<file path="src/rtl/viterbi_pkg.sv">
// Shared Viterbi link definitions: code parameters and the types that the
// encoder, decoder and reference models all use.
package viterbi_pkg;

  localparam int unsigned  K  = 3;
  localparam logic [K-1:0] G0 = 3'b111;
  localparam logic [K-1:0] G1 = 3'b101;

  typedef enum logic {DATA, TAIL} enc_state_t;

  typedef logic [1:0] symbol_t;

endpackage

</file>
<file path="src/rtl/conv_branch.sv">
// Combinational rate-1/2 branch output: maps a K-bit trellis window to its
// code symbol {G0 parity, G1 parity}. window_i[0] is the newest input bit.
module conv_branch
  import viterbi_pkg::*;
#(
  parameter int unsigned  K  = viterbi_pkg::K,
  parameter logic [K-1:0] G0 = viterbi_pkg::G0,
  parameter logic [K-1:0] G1 = viterbi_pkg::G1
) (
  input  logic [K-1:0] window_i,
  output symbol_t      symbol_o
);

  assign symbol_o = {^(window_i & G0), ^(window_i & G1)};

endmodule

</file>
<file path="src/rtl/conv_encoder.sv">
// Rate-1/2 convolutional encoder with zero-tail termination and a
// single-entry registered output slot on a valid/ready stream.
module conv_encoder
  import viterbi_pkg::*;
#(
  parameter int unsigned  K         = viterbi_pkg::K,
  parameter logic [K-1:0] G0        = viterbi_pkg::G0,
  parameter logic [K-1:0] G1        = viterbi_pkg::G1,
  parameter int unsigned  FRAME_LEN = 16
) (
  input  logic    clk,
  input  logic    rst_n,
  input  logic    in_valid,
  output logic    in_ready,
  input  logic    in_bit,
  output logic    out_valid,
  input  logic    out_ready,
  output symbol_t out_pair,
  output logic    out_last,
  output logic    busy
);

  localparam int unsigned   CW        = $clog2(FRAME_LEN + 1);
  localparam int unsigned   TW        = $clog2(K);
  localparam logic [CW-1:0] LAST_BIT  = CW'(FRAME_LEN - 1);
  localparam logic [TW-1:0] LAST_TAIL = TW'(K - 2);

  enc_state_t    state_q, state_d;
  logic [K-2:0]  sr_q, sr_d;
  logic [CW-1:0] bit_cnt_q, bit_cnt_d;
  logic [TW-1:0] tail_cnt_q, tail_cnt_d;
  logic          out_valid_q, out_valid_d;
  symbol_t       out_pair_q, out_pair_d;
  logic          out_last_q, out_last_d;
  logic          busy_q, busy_d;

  logic          slot_free;
  logic          load;
  logic          cur_bit;
  logic [K-1:0]  window;
  symbol_t       sym;

  assign slot_free = !out_valid_q || out_ready;
  assign in_ready  = (state_q == DATA) && slot_free;
  assign cur_bit   = (state_q == DATA) ? in_bit : 1'b0;
  // sr_q[0] is the most recent past input, so the window is {history, current}
  assign window    = {sr_q, cur_bit};
  assign load      = (state_q == DATA) ? (in_valid && slot_free) : slot_free;

  conv_branch #(
    .K  (K),
    .G0 (G0),
    .G1 (G1)
  ) u_branch (
    .window_i (window),
    .symbol_o (sym)
  );

  always_comb begin
    state_d     = state_q;
    sr_d        = sr_q;
    bit_cnt_d   = bit_cnt_q;
    tail_cnt_d  = tail_cnt_q;
    out_valid_d = out_valid_q;
    out_pair_d  = out_pair_q;
    out_last_d  = out_last_q;
    busy_d      = busy_q;

    // Clear first so a same-edge first-bit acceptance below keeps busy set
    if (out_valid_q && out_ready && out_last_q) begin
      busy_d = 1'b0;
    end

    if (load) begin
      out_valid_d = 1'b1;
      out_pair_d  = sym;
      out_last_d  = 1'b0;
      sr_d        = window[K-2:0];
      unique case (state_q)
        DATA: begin
          busy_d = 1'b1;
          if (bit_cnt_q == LAST_BIT) begin
            bit_cnt_d  = '0;
            tail_cnt_d = '0;
            state_d    = TAIL;
          end else begin
            bit_cnt_d = bit_cnt_q + CW'(1);
          end
        end
        TAIL: begin
          if (tail_cnt_q == LAST_TAIL) begin
            out_last_d = 1'b1;
            tail_cnt_d = '0;
            state_d    = DATA;
          end else begin
            tail_cnt_d = tail_cnt_q + TW'(1);
          end
        end
        default: ;
      endcase
    end else if (slot_free) begin
      out_valid_d = 1'b0;
      out_last_d  = 1'b0;
    end
  end

  always_ff @(posedge clk or negedge rst_n) begin
    if (!rst_n) begin
      state_q     <= DATA;
      sr_q        <= '0;
      bit_cnt_q   <= '0;
      tail_cnt_q  <= '0;
      out_valid_q <= 1'b0;
      out_pair_q  <= '0;
      out_last_q  <= 1'b0;
      busy_q      <= 1'b0;
    end else begin
      state_q     <= state_d;
      sr_q        <= sr_d;
      bit_cnt_q   <= bit_cnt_d;
      tail_cnt_q  <= tail_cnt_d;
      out_valid_q <= out_valid_d;
      out_pair_q  <= out_pair_d;
      out_last_q  <= out_last_d;
      busy_q      <= busy_d;
    end
  end

  assign out_valid = out_valid_q;
  assign out_pair  = out_pair_q;
  assign out_last  = out_last_q;
  assign busy      = busy_q;

endmodule

</file>
<file path="config.mk">
export PLATFORM = sky130hd
export DESIGN_NAME = conv_encoder
export DESIGN_NICKNAME = d
export VERILOG_FILES = /design/src/rtl/viterbi_pkg.sv /design/src/rtl/conv_branch.sv /design/src/rtl/conv_encoder.sv
export SDC_FILE = /design/constraint.sdc
export NUM_CORES = 1
export LEC_CHECK = 0
export CAP_MARGIN = 15
export CORE_MARGIN = 5
export CORE_UTILIZATION = 54
export CTS_BUF_LIST = sky130_fd_sc_hd__clkbuf_8
export DETAILED_ROUTE_END_ITERATION = 6
export PLACE_DENSITY = 0.89
export SETUP_SLACK_MARGIN = 0.5
export SLEW_MARGIN = 20
export SYNTH_ARGS = -nofsm -noshare
export SYNTH_HDL_FRONTEND = slang
export SYNTH_HIERARCHICAL = 1
export SYNTH_SLANG_ARGS = --single-unit
</file>
<file path="constraint.sdc">
create_clock -name clk -period 1.8 [get_ports clk]
set_input_delay 0.36 -clock clk [delete_from_list [all_inputs] [get_ports clk]]
set_output_delay 0.36 -clock clk [all_outputs]
set_load 0.05 [all_outputs]
</file>
-- Word level (Yosys, flattened, before mapping)
Index checks and enable logic that the tools add are counted.
- word-level logic and storage cells: 42
- flip-flop bits (word level): 15
- output and inout bits: 6
- reduce and logical (&&, ||, !) cells: 11
- $add $sub $neg: 2
- muxes and demuxes: 17
- equality and inequality tests: 3
- bitwise logic cells: 1
- operator list (kind ; number):
    1-bit two-way mux ; 12
    3-bit XOR reduction ; 2
    5-bit by 1-bit adder with 5-bit output (second input constant) ; 1
    5-bit by 4-bit equality test with 1-bit output (second input constant) ; 1
    5-bit two-way mux ; 1
    1-bit logical AND ; 4
    2-bit two-way mux ; 2
    2-bit one-hot mux with 2 select lines ; 1
    2-bit AND reduction ; 2
    2-bit by 1-bit adder with 2-bit output (second input constant) ; 1
    2-bit by 1-bit equality test with 1-bit output (second input constant) ; 1
    2-bit by 1-bit inequality test with 1-bit output (second input constant) ; 1
    1-bit one-hot mux with 2 select lines ; 1
    2-bit nonzero test ; 1
    1-bit logical NOT ; 1
    1-bit logical OR ; 1
    1-bit inverter ; 1

-- Longest topological paths before layout
Gate-level depths: netlist of the first run.
- word-level depth: 5
- gate-level depth with buffers: 4

-- Cells and area by module
The synthesis of the first run kept the hierarchy.
- by module, submodules not included (module ; times used ; area an instance (um^2) ; seq. area each (um^2) ; cells an instance):
    conv_encoder ; 1 ; 683.2 ; 375.4 ; 61
    conv_branch ; 1 ; 32.5 ; 0.0 ; 2

-- Worst setup path before layout of the first run
OpenSTA, ideal clock, no wires.
- path kind: reg-to-output
- start point: register out_valid_q, in the netlist out_valid
- end point: output in_ready
- stages on the path, launching flop included: 3
- required time: 1.440 ns
- data arrival time: 1.605 ns
- path slack: -0.165 ns
- cell sequence: dfrtp_1 and2b_1 nor2_1
- longest elaborated chain between the ends: 3
- ends and longest elaborated chain (item ; line ; text):
    start, declared ; conv_encoder.sv:32 ; logic out_valid_q, out_valid_d;
    start signal, assigned ; conv_encoder.sv:122 ; out_valid_q <= out_valid_d;
    1-bit logical NOT ; conv_encoder.sv:43 ; assign slot_free = !out_valid_q || out_ready;
    1-bit logical OR ; conv_encoder.sv:43 ;
    1-bit logical AND ; conv_encoder.sv:44 ; assign in_ready = (state_q == DATA) && slot_free;
    end, declared ; conv_encoder.sv:14 ; output logic in_ready,
No other way between the ends.

-- Final worst setup path of the first run
Same ends and word-level chain as after synthesis.

==> impl_metrics.json, run 1 <==
{
  "grtUsageTotal_pct": 16.6,
  "root_buffer": "clkbuf_8",
  "wl_met3_um": 100,
  "required_ns": 1.44,
  "nNetsFinal": 93,
  "dieArea_mm2": 0.00215,
  "ant_nets": 0,
  "drive_above_1_share_pct": 37.2,
  "clkPwrFrac_pct": 19.8,
  "wl_um": 1510,
  "cap_violations": 0,
  "min_period_over_period_pct": 82.0,
  "power_frac_seq_pct": 38.9,
  "clock-skew-final_ns": 0.00354,
  "placedCellCount": 91,
  "area_growth_pct": 35.3,
  "grt-ovfl-total": 0,
  "switching_share_pct": 37.6,
  "antenna_found_initial": 0,
  "top_layer": "met4",
  "io_buffers": 10,
  "start_util_pct": 55.7,
  "critPathLaunchType": "flip-flop",
  "p_switching_uw": 517,
  "max-slew-margin-rel_pct": 85.3,
  "antenna_cells": 0,
  "synth_nets": 69,
  "pwr-share-comb_pct": 41.3,
  "hold_viol": 0,
  "rsz0062_at_grt": "yes",
  "cts_inserted_buffers": 3,
  "die_w_um": 46.4,
  "fin_area_um2": 968,
  "finalNonFillerCells": 101,
  "critPathLaunch": "out_valid",
  "end_kind": "output pin",
  "netlist_area_um2": 716,
  "fillers": 98,
  "synth_seq_area_share_pct": 52.4,
  "placed_cell_area_um2": 867,
  "regArea_um2": 378,
  "netlist_instances": 63,
  "wl_per_cell_um": 14.9,
  "path_class": "flip-flop to output pin",
  "clockBufferDepth": 2,
  "power.total_mw": 1.37,
  "setup_viol": 0,
  "finalCriticalPeriod_ns": 1.48,
  "grt_max_degree": 16,
  "m1WireLength_um": 611,
  "holdCritPathClass": "primary input to async pin",
  "peakVddDrop_mv": 0.897,
  "slowest_delay_ns": 0.39,
  "synthDistinctLibCells": 28,
  "yosys_register_bits": 15,
  "fin_ws_ns": 0.324,
  "intPower_uw": 857,
  "ios": 11,
  "slowest_stage": "dfrtp_2",
  "numClockSinks": 15,
  "cts-htree-levels": 1,
  "place_congestion": 0.765,
  "first_global_vias": 564,
  "p_leak_nw": 0.459,
  "wl_met2_um": 768,
  "drcViolationCount": 0,
  "grt_pass1_wl_um": 2400,
  "core_mm2": 0.00128,
  "drt_pass1_iterations": 4,
  "worstPathCellList": "and2b_2 -> nor2_4 -> buf_12",
  "hold_buffers": 0,
  "die_h_um": 46.4,
  "num_rows": 13,
  "multi_input_area_um2": 345,
  "dp_slack_ns": 0.0884,
  "ys_warn_count": 6,
  "insertion_delay_ns": 0.25,
  "tightestPinTransition_ns": 0.219,
  "max_freq_mhz": 677,
  "synth.avg_cell_area_um2": 11.4,
  "finalSetupTns_ns": 0,
  "cts_tree": "built",
  "path_max_fanout": 2,
  "slew_violations": 0,
  "r2r-start": "state_q",
  "status": "finished, final reports clean",
  "cp.arrival_ns": 1.12,
  "dp.final_hpwl_um": 1050,
  "viasPerCell": 5.59,
  "p_per_area_mw_per_mm2": 1420,
  "first_iter_violations": 4,
  "vias": 565,
  "clkTransAtPathRegs_ns": 0.06
}
==> synthesized netlist by cell type, drive strengths merged <==
master,count,area (um2)
dfrtp,15,375
nand2,8,32.5
o21ai,7,38.8
nand3,6,30.0
mux2,3,33.8
nand2b,3,26.3
and2b,2,16.3
inv,2,7.51
nor2b,2,12.5
a211o,1,8.76
a32o,1,10.0
and3,1,6.26
buf,1,11.3
ha,1,12.5
nand3b,1,7.51
nand4b,1,8.76
nor2,1,3.75
nor4,1,6.26
o211a,1,10.0
o21a,1,7.51
o2bb2ai,1,8.76
xnor2,1,8.76
xor2,1,8.76
xor3,1,23.8
==> registers in the layout (all words and copies together), names as in the netlist <==
signal      flops
out_valid       1
busy            1
out_last        1
bit_cnt_q       5
state_q         1
tail_cnt_q      2
out_pair        2
sr_q            2
==> critical path: cells and delay by family (launching register included) <==
family        cells  cell delay (ns)
buf+inv           1             0.14
flops             1             0.39
simple gates      2             0.33
==> power groups by stage <==
| stage | Sequential (mW) | Combinational (mW) | Clock (mW) |
|---|---|---|---|
| after floorplan | 0.629 | 0.268 | 0 |
| after global placement | 0.536 | 0.496 | 0 |
| after detailed placement | 0.542 | 0.518 | 0 |
| after CTS | 0.532 | 0.561 | 0.274 |
| after global routing | 0.547 | 0.611 | 0.295 |
| final | 0.534 | 0.568 | 0.273 |
==> area by class of cell <==
cell class | count | area share [%]
Clock inverter | 1 | 0.517
Clock buffer | 3 | 4.26
Tap cell | 15 | 1.94
Sequential cell | 15 | 39.0
Multi-Input combinational cell | 45 | 35.7
Timing Repair Buffer | 20 | 17.8
Inverter | 2 | 0.775
==> metrics by stage <==
stage / hold slack, ns / util [%]
5_1_grt: 0.440 / 75.4
2_1_floorplan: 0.0644 / -
3_3_place_gp: 0.462 / 67.5
3_5_place_dp: 0.470 / 67.5
6_report: 0.422 / 75.4
4_1_cts: 0.436 / 74.5
==> per-layer routing <==
| metal | up-vias | track usage, % |
|---|---|---|
| li1 | 269 | - |
| met1 | 276 | 18.3 |
| met2 | 15 | 28.0 |
| met3 | 5 | 5.47 |
| met4 | 0 | 8.52 |
| met5 | - | 0 |
==> repair_timing <==
item,CTS,global route
buffers inserted,6,0
pin swaps,3,0
gates resized for setup,5,3
gates cloned,0,0
setup endpoints to repair,10,7
==> cells by family (layout without fill, tap and decap cells) <==
group / Yosys count / in the layout / synth area share [%]
AND/OR/NAND/NOR: 26 / 26 / 21.0
flip-flops: 15 / 15 / 52.4
AO/OA/AOI/OAI: 12 / 12 / 11.7
XOR/XNOR: 3 / 3 / 5.77
multiplexers: 3 / 3 / 4.72
buffers and inverters: 3 / 26 / 2.62
adder cells (fa/ha/maj): 1 / 1 / 1.75
==> cells in the final DEF (no fill, tap or decap), types with 2 or more instances in the layout <==
cell / n
buf_4: 14
dfrtp_1: 13
nand2_1: 7
nand3_1: 6
o21ai_0: 5
mux2_2: 3
clkbuf_8: 3
dlygate4sd2_1: 3
and2b_2: 2
inv_1: 2
nand2b_1: 2
dfrtp_2: 2
==> worst paths after layout <==
| path | to | slack, ns | cells past startpoint |
|---|---|---|---|
| worst min-delay path | out_last | 0.42 | 2 |
| max in group asynchronous | out_valid | 1.19 | 2 |
| worst max-delay path | in_ready | 0.32 | 3 |
| min in group clk | busy | 0.48 | 2 |
| worst max register to register | out_pair[1] | 0.43 | 4 |
| worst min register to register | busy | 0.48 | 2 |
(Power assumes the default switching activity.)
==> run 2: changes to the inputs <==
clock period = 1.4 ns   (was 1.8 ns; I/O delays follow)
==> run 2 against run 1 <==
  * The flow now stops in 5_1_grt
  * Synthesized cell count did not move
  * Synthesized area stayed put
==> impl_metrics.json, run 2 <==
{
  "ios": 11,
  "cts-htree-levels": 1,
  "cts_inserted_buffers": 3,
  "num_rows": 13,
  "synth_nets": 69,
  "ys_top_cells_by_count": "dfrtp_1 (15), nand2_1 (7), nand3_1 (6), o21ai_0 (6), mux2_2 (3)",
  "numClockSinks": 15,
  "start_util_pct": 55.7,
  "synth_seq_area_share_pct": 52.4,
  "grt_max_degree": 16,
  "crit_endpoint": "in_ready",
  "die_w_um": 46.4,
  "worst-ep-kind": "top-level output",
  "synthArstFlopShare_pct": 100,
  "yosys_register_bits": 15,
  "synth.area.top_cells": "dfrtp_1 (52%), mux2_2 (4.7%), nand3_1 (4.2%), o21ai_0 (4.2%), nand2_1 (3.7%)",
  "netlist_instances": 63,
  "io_buffers": 10,
  "ys_warn_count": 6,
  "stop_stage": "5_1_grt",
  "yosys.area.top_type": "dfrtp_1",
  "synth_top_area_share_pct": 52.4,
  "die_h_um": 46.4,
  "synth.avg_cell_area_um2": 11.4,
  "synth.most_common_cell": "dfrtp_1",
  "status": "did not finish",
  "root_buffer": "clkbuf_8",
  "dp.final_hpwl_um": 1280,
  "place_congestion": 0.774,
  "synth-edff-count": 0,
  "netlist_area_um2": 716,
  "ys.flop_type": "dfrtp_1",
  "error": "[ERROR DPL-0033] detailed placement checks failed during check placement.",
  "clockBufferDepth": 2,
  "synthDistinctLibCells": 28,
  "antenna_found_initial": 0
}
==> run 2: cell counts after synthesis <==
Identical to the previous run, type by type.
==> run 2: kinds of logic after synthesis <==
group                      after synthesis  synth area share, %
and+or+nand+nor                         26                 21.0
AOI/OAI and AO/OA                       12                 11.7
muxes                                    3                 4.72
buffers and inverters                    3                 2.62
adders and majority gates                1                 1.75
xor gates and xnor gates                 3                 5.77
DFF                                     15                 52.4
==> run 2: what timing repair did <==
action / in CTS
hold buffers: 0
resized for setup: 24
setup buffers: 8
pin swaps: 13
setup endpoints to repair: 21
==> run 2: per-stage QoR <==
step                      util [%]  setup slack, ns  TNS, ns  cells  area (um2)
after floorplan                  -           0.0133        0     63         756
after global placement        77.1           -0.212    -1.26     96         991
after detailed placement      77.1           -0.223    -1.56     96         991
after CTS                     90.3          -0.0352  -0.0352    108        1160
==> run 3: changes to the inputs <==
CORE_AREA = 5 5 66 68   (was not set)
CORE_MARGIN = not set   (was 5)
CORE_UTILIZATION = not set   (was 54)
CTS_BUF_LIST = not set   (was sky130_fd_sc_hd__clkbuf_8)
DIE_AREA = 0 0 71 73   (was not set)
PLACE_DENSITY = not set   (was 0.89)
PLACE_DENSITY_LB_ADDON = 0.15   (was not set)
SETUP_SLACK_MARGIN = not set   (was 0.5)
==> run 3 against run 2 <==
  * The flow now finishes, with violations (negative setup slack)
==> impl_metrics.json, run 3 (synthesis gave the netlist of run 1 again) <==
{
  "critPathLaunch": "out_valid",
  "first_global_vias": 585,
  "drt_pass1_iterations": 4,
  "fillers": 415,
  "top_register": "bit_cnt_q",
  "placedCellCount": 136,
  "tightestPinTransition_ns": 0.236,
  "path_class": "flip-flop to output pin",
  "antenna_found_initial": 0,
  "ios": 11,
  "largest_reg_flops": 5,
  "holdCritPathClass": "primary input to flip-flop",
  "r2r-start": "state_q",
  "cts_inserted_buffers": 3,
  "slew_violations": 0,
  "final_common_cell": "buf_4",
  "rsz0062_at_grt": "yes",
  "viasPerCell": 4.05,
  "start_util_pct": 18.8,
  "grt-ovfl-total": 0,
  "clkTransAtPathRegs_ns": 0.06,
  "utilization_pct": 29.6,
  "nNetsFinal": 99,
  "numClockSinks": 15,
  "dp.final_hpwl_um": 1200,
  "die_h_um": 73,
  "antenna_cells": 0,
  "root_buffer": "clkbuf_8",
  "finalCriticalPeriod_ns": 1.40,
  "p_per_area_mw_per_mm2": 1690,
  "drcViolationCount": 0,
  "vias": 575,
  "multi_input_area_um2": 338,
  "violations": "negative setup slack",
  "grtUsageMet2_pct": 9.99,
  "die_w_um": 71,
  "max-slew-margin-rel_pct": 84.1,
  "cts-htree-levels": 1,
  "grt_max_degree": 16,
  "min_period_over_period_pct": 100,
  "layout_common_cells": "buf_4 (15), dfrtp_1 (13), nand2_1 (7), buf_12 (7)",
  "clock-skew-final_ns": 0.00390,
  "fin_ws_ns": -0.0000383,
  "hp-start": "in_bit",
  "cap_violations": 0,
  "use_met3_pct": 1.65,
  "critPathLaunchType": "flip-flop",
  "core_mm2": 0.00380,
  "insertion_delay_ns": 0.25,
  "max_freq_mhz": 714,
  "setup_viol": 1,
  "ff2ff_setup_slack_ns": 0.08,
  "peakVddDrop_mv": 0.432,
  "io_buffers": 10,
  "wl_um": 1510,
  "status": "complete, but fails checks",
  "p_leak_nw": 0.515,
  "use_met1_pct": 8.50,
  "grtUsageTotal_pct": 6.58,
  "first_iter_violations": 20,
  "num_rows": 23,
  "finalNonFillerCells": 142,
  "finalSetupTns_ns": -0.0000383,
  "hold_viol": 0,
  "place_congestion": 0.707,
  "cts_tree": "built",
  "clockBufferDepth": 2,
  "drive_above_1_share_pct": 40.2,
  "regArea_um2": 378,
  "required_ns": 1.12,
  "dieArea_mm2": 0.00518,
  "whs_ns": 0.330,
  "cp.arrival_ns": 1.12,
  "ant_nets": 0,
  "path_max_fanout": 2,
  "dp_slack_ns": -0.321,
  "end_kind": "output pin",
  "grt_busiest_layer": "met2",
  "grt_pass1_wl_um": 2620,
  "wl_per_cell_um": 10.6,
  "area_growth_pct": 57.2
}
run 3: path summary, 6_finish.rpt:
kind,to,depth (start not counted)
setup / recovery,in_ready,3
hold / removal,sr_q[0],2
setup reg to reg,bit_cnt_q[3],4
hold reg to reg,bit_cnt_q[4],1
max in group asynchronous,out_valid,2
min in group asynchronous,tail_cnt_q[0],2
run 3: cell type report:
cell class,count,share of cell area [%]
Sequential cell,15,33.6
Clock buffer,4,4.00
Inverter,2,0.667
Timing Repair Buffer,26,26.1
Tap cell,50,5.56
Multi-Input combinational cell,45,30.0
run 3: metrics by stage:
| step | area, um2 | power, mW |
|---|---|---|
| after detailed placement | 1050 | 1.55 |
| after CTS | 1120 | 1.93 |
| after global placement | 1050 | 1.55 |
| final | 1120 | 1.90 |
| after floorplan | 724 | 1.15 |
| after global routing | 1120 | 2.02 |
run 3: power breakdown:
group,internal (mW),total [mW],switching (mW)
Clock,0.202,0.352,0.151
Combinational,0.465,0.857,0.392
Sequential,0.566,0.694,0.128
run 3: per-layer routing:
metal  wire, um  vias up
met5          0        -
met1        715      274
met2        694       12
met3         64        6
li1           -      283
met4         36        0
run 3: critical path: stages (launching register included):
cell and delay (ns):
dfrtp_2 0.39, and2b_2 0.22, nor2_4 0.12, buf_12 0.14
run 3: timing repair:
item                                    in CTS  in global routing
endpoints found under the setup margin       2                  2
gates cloned                                 0                  0
hold endpoints to repair                     0                  0
pin swaps                                    1                  0
buffers inserted                             2                  0
hold buffers                                 0                  0
resized for setup                            3                  3
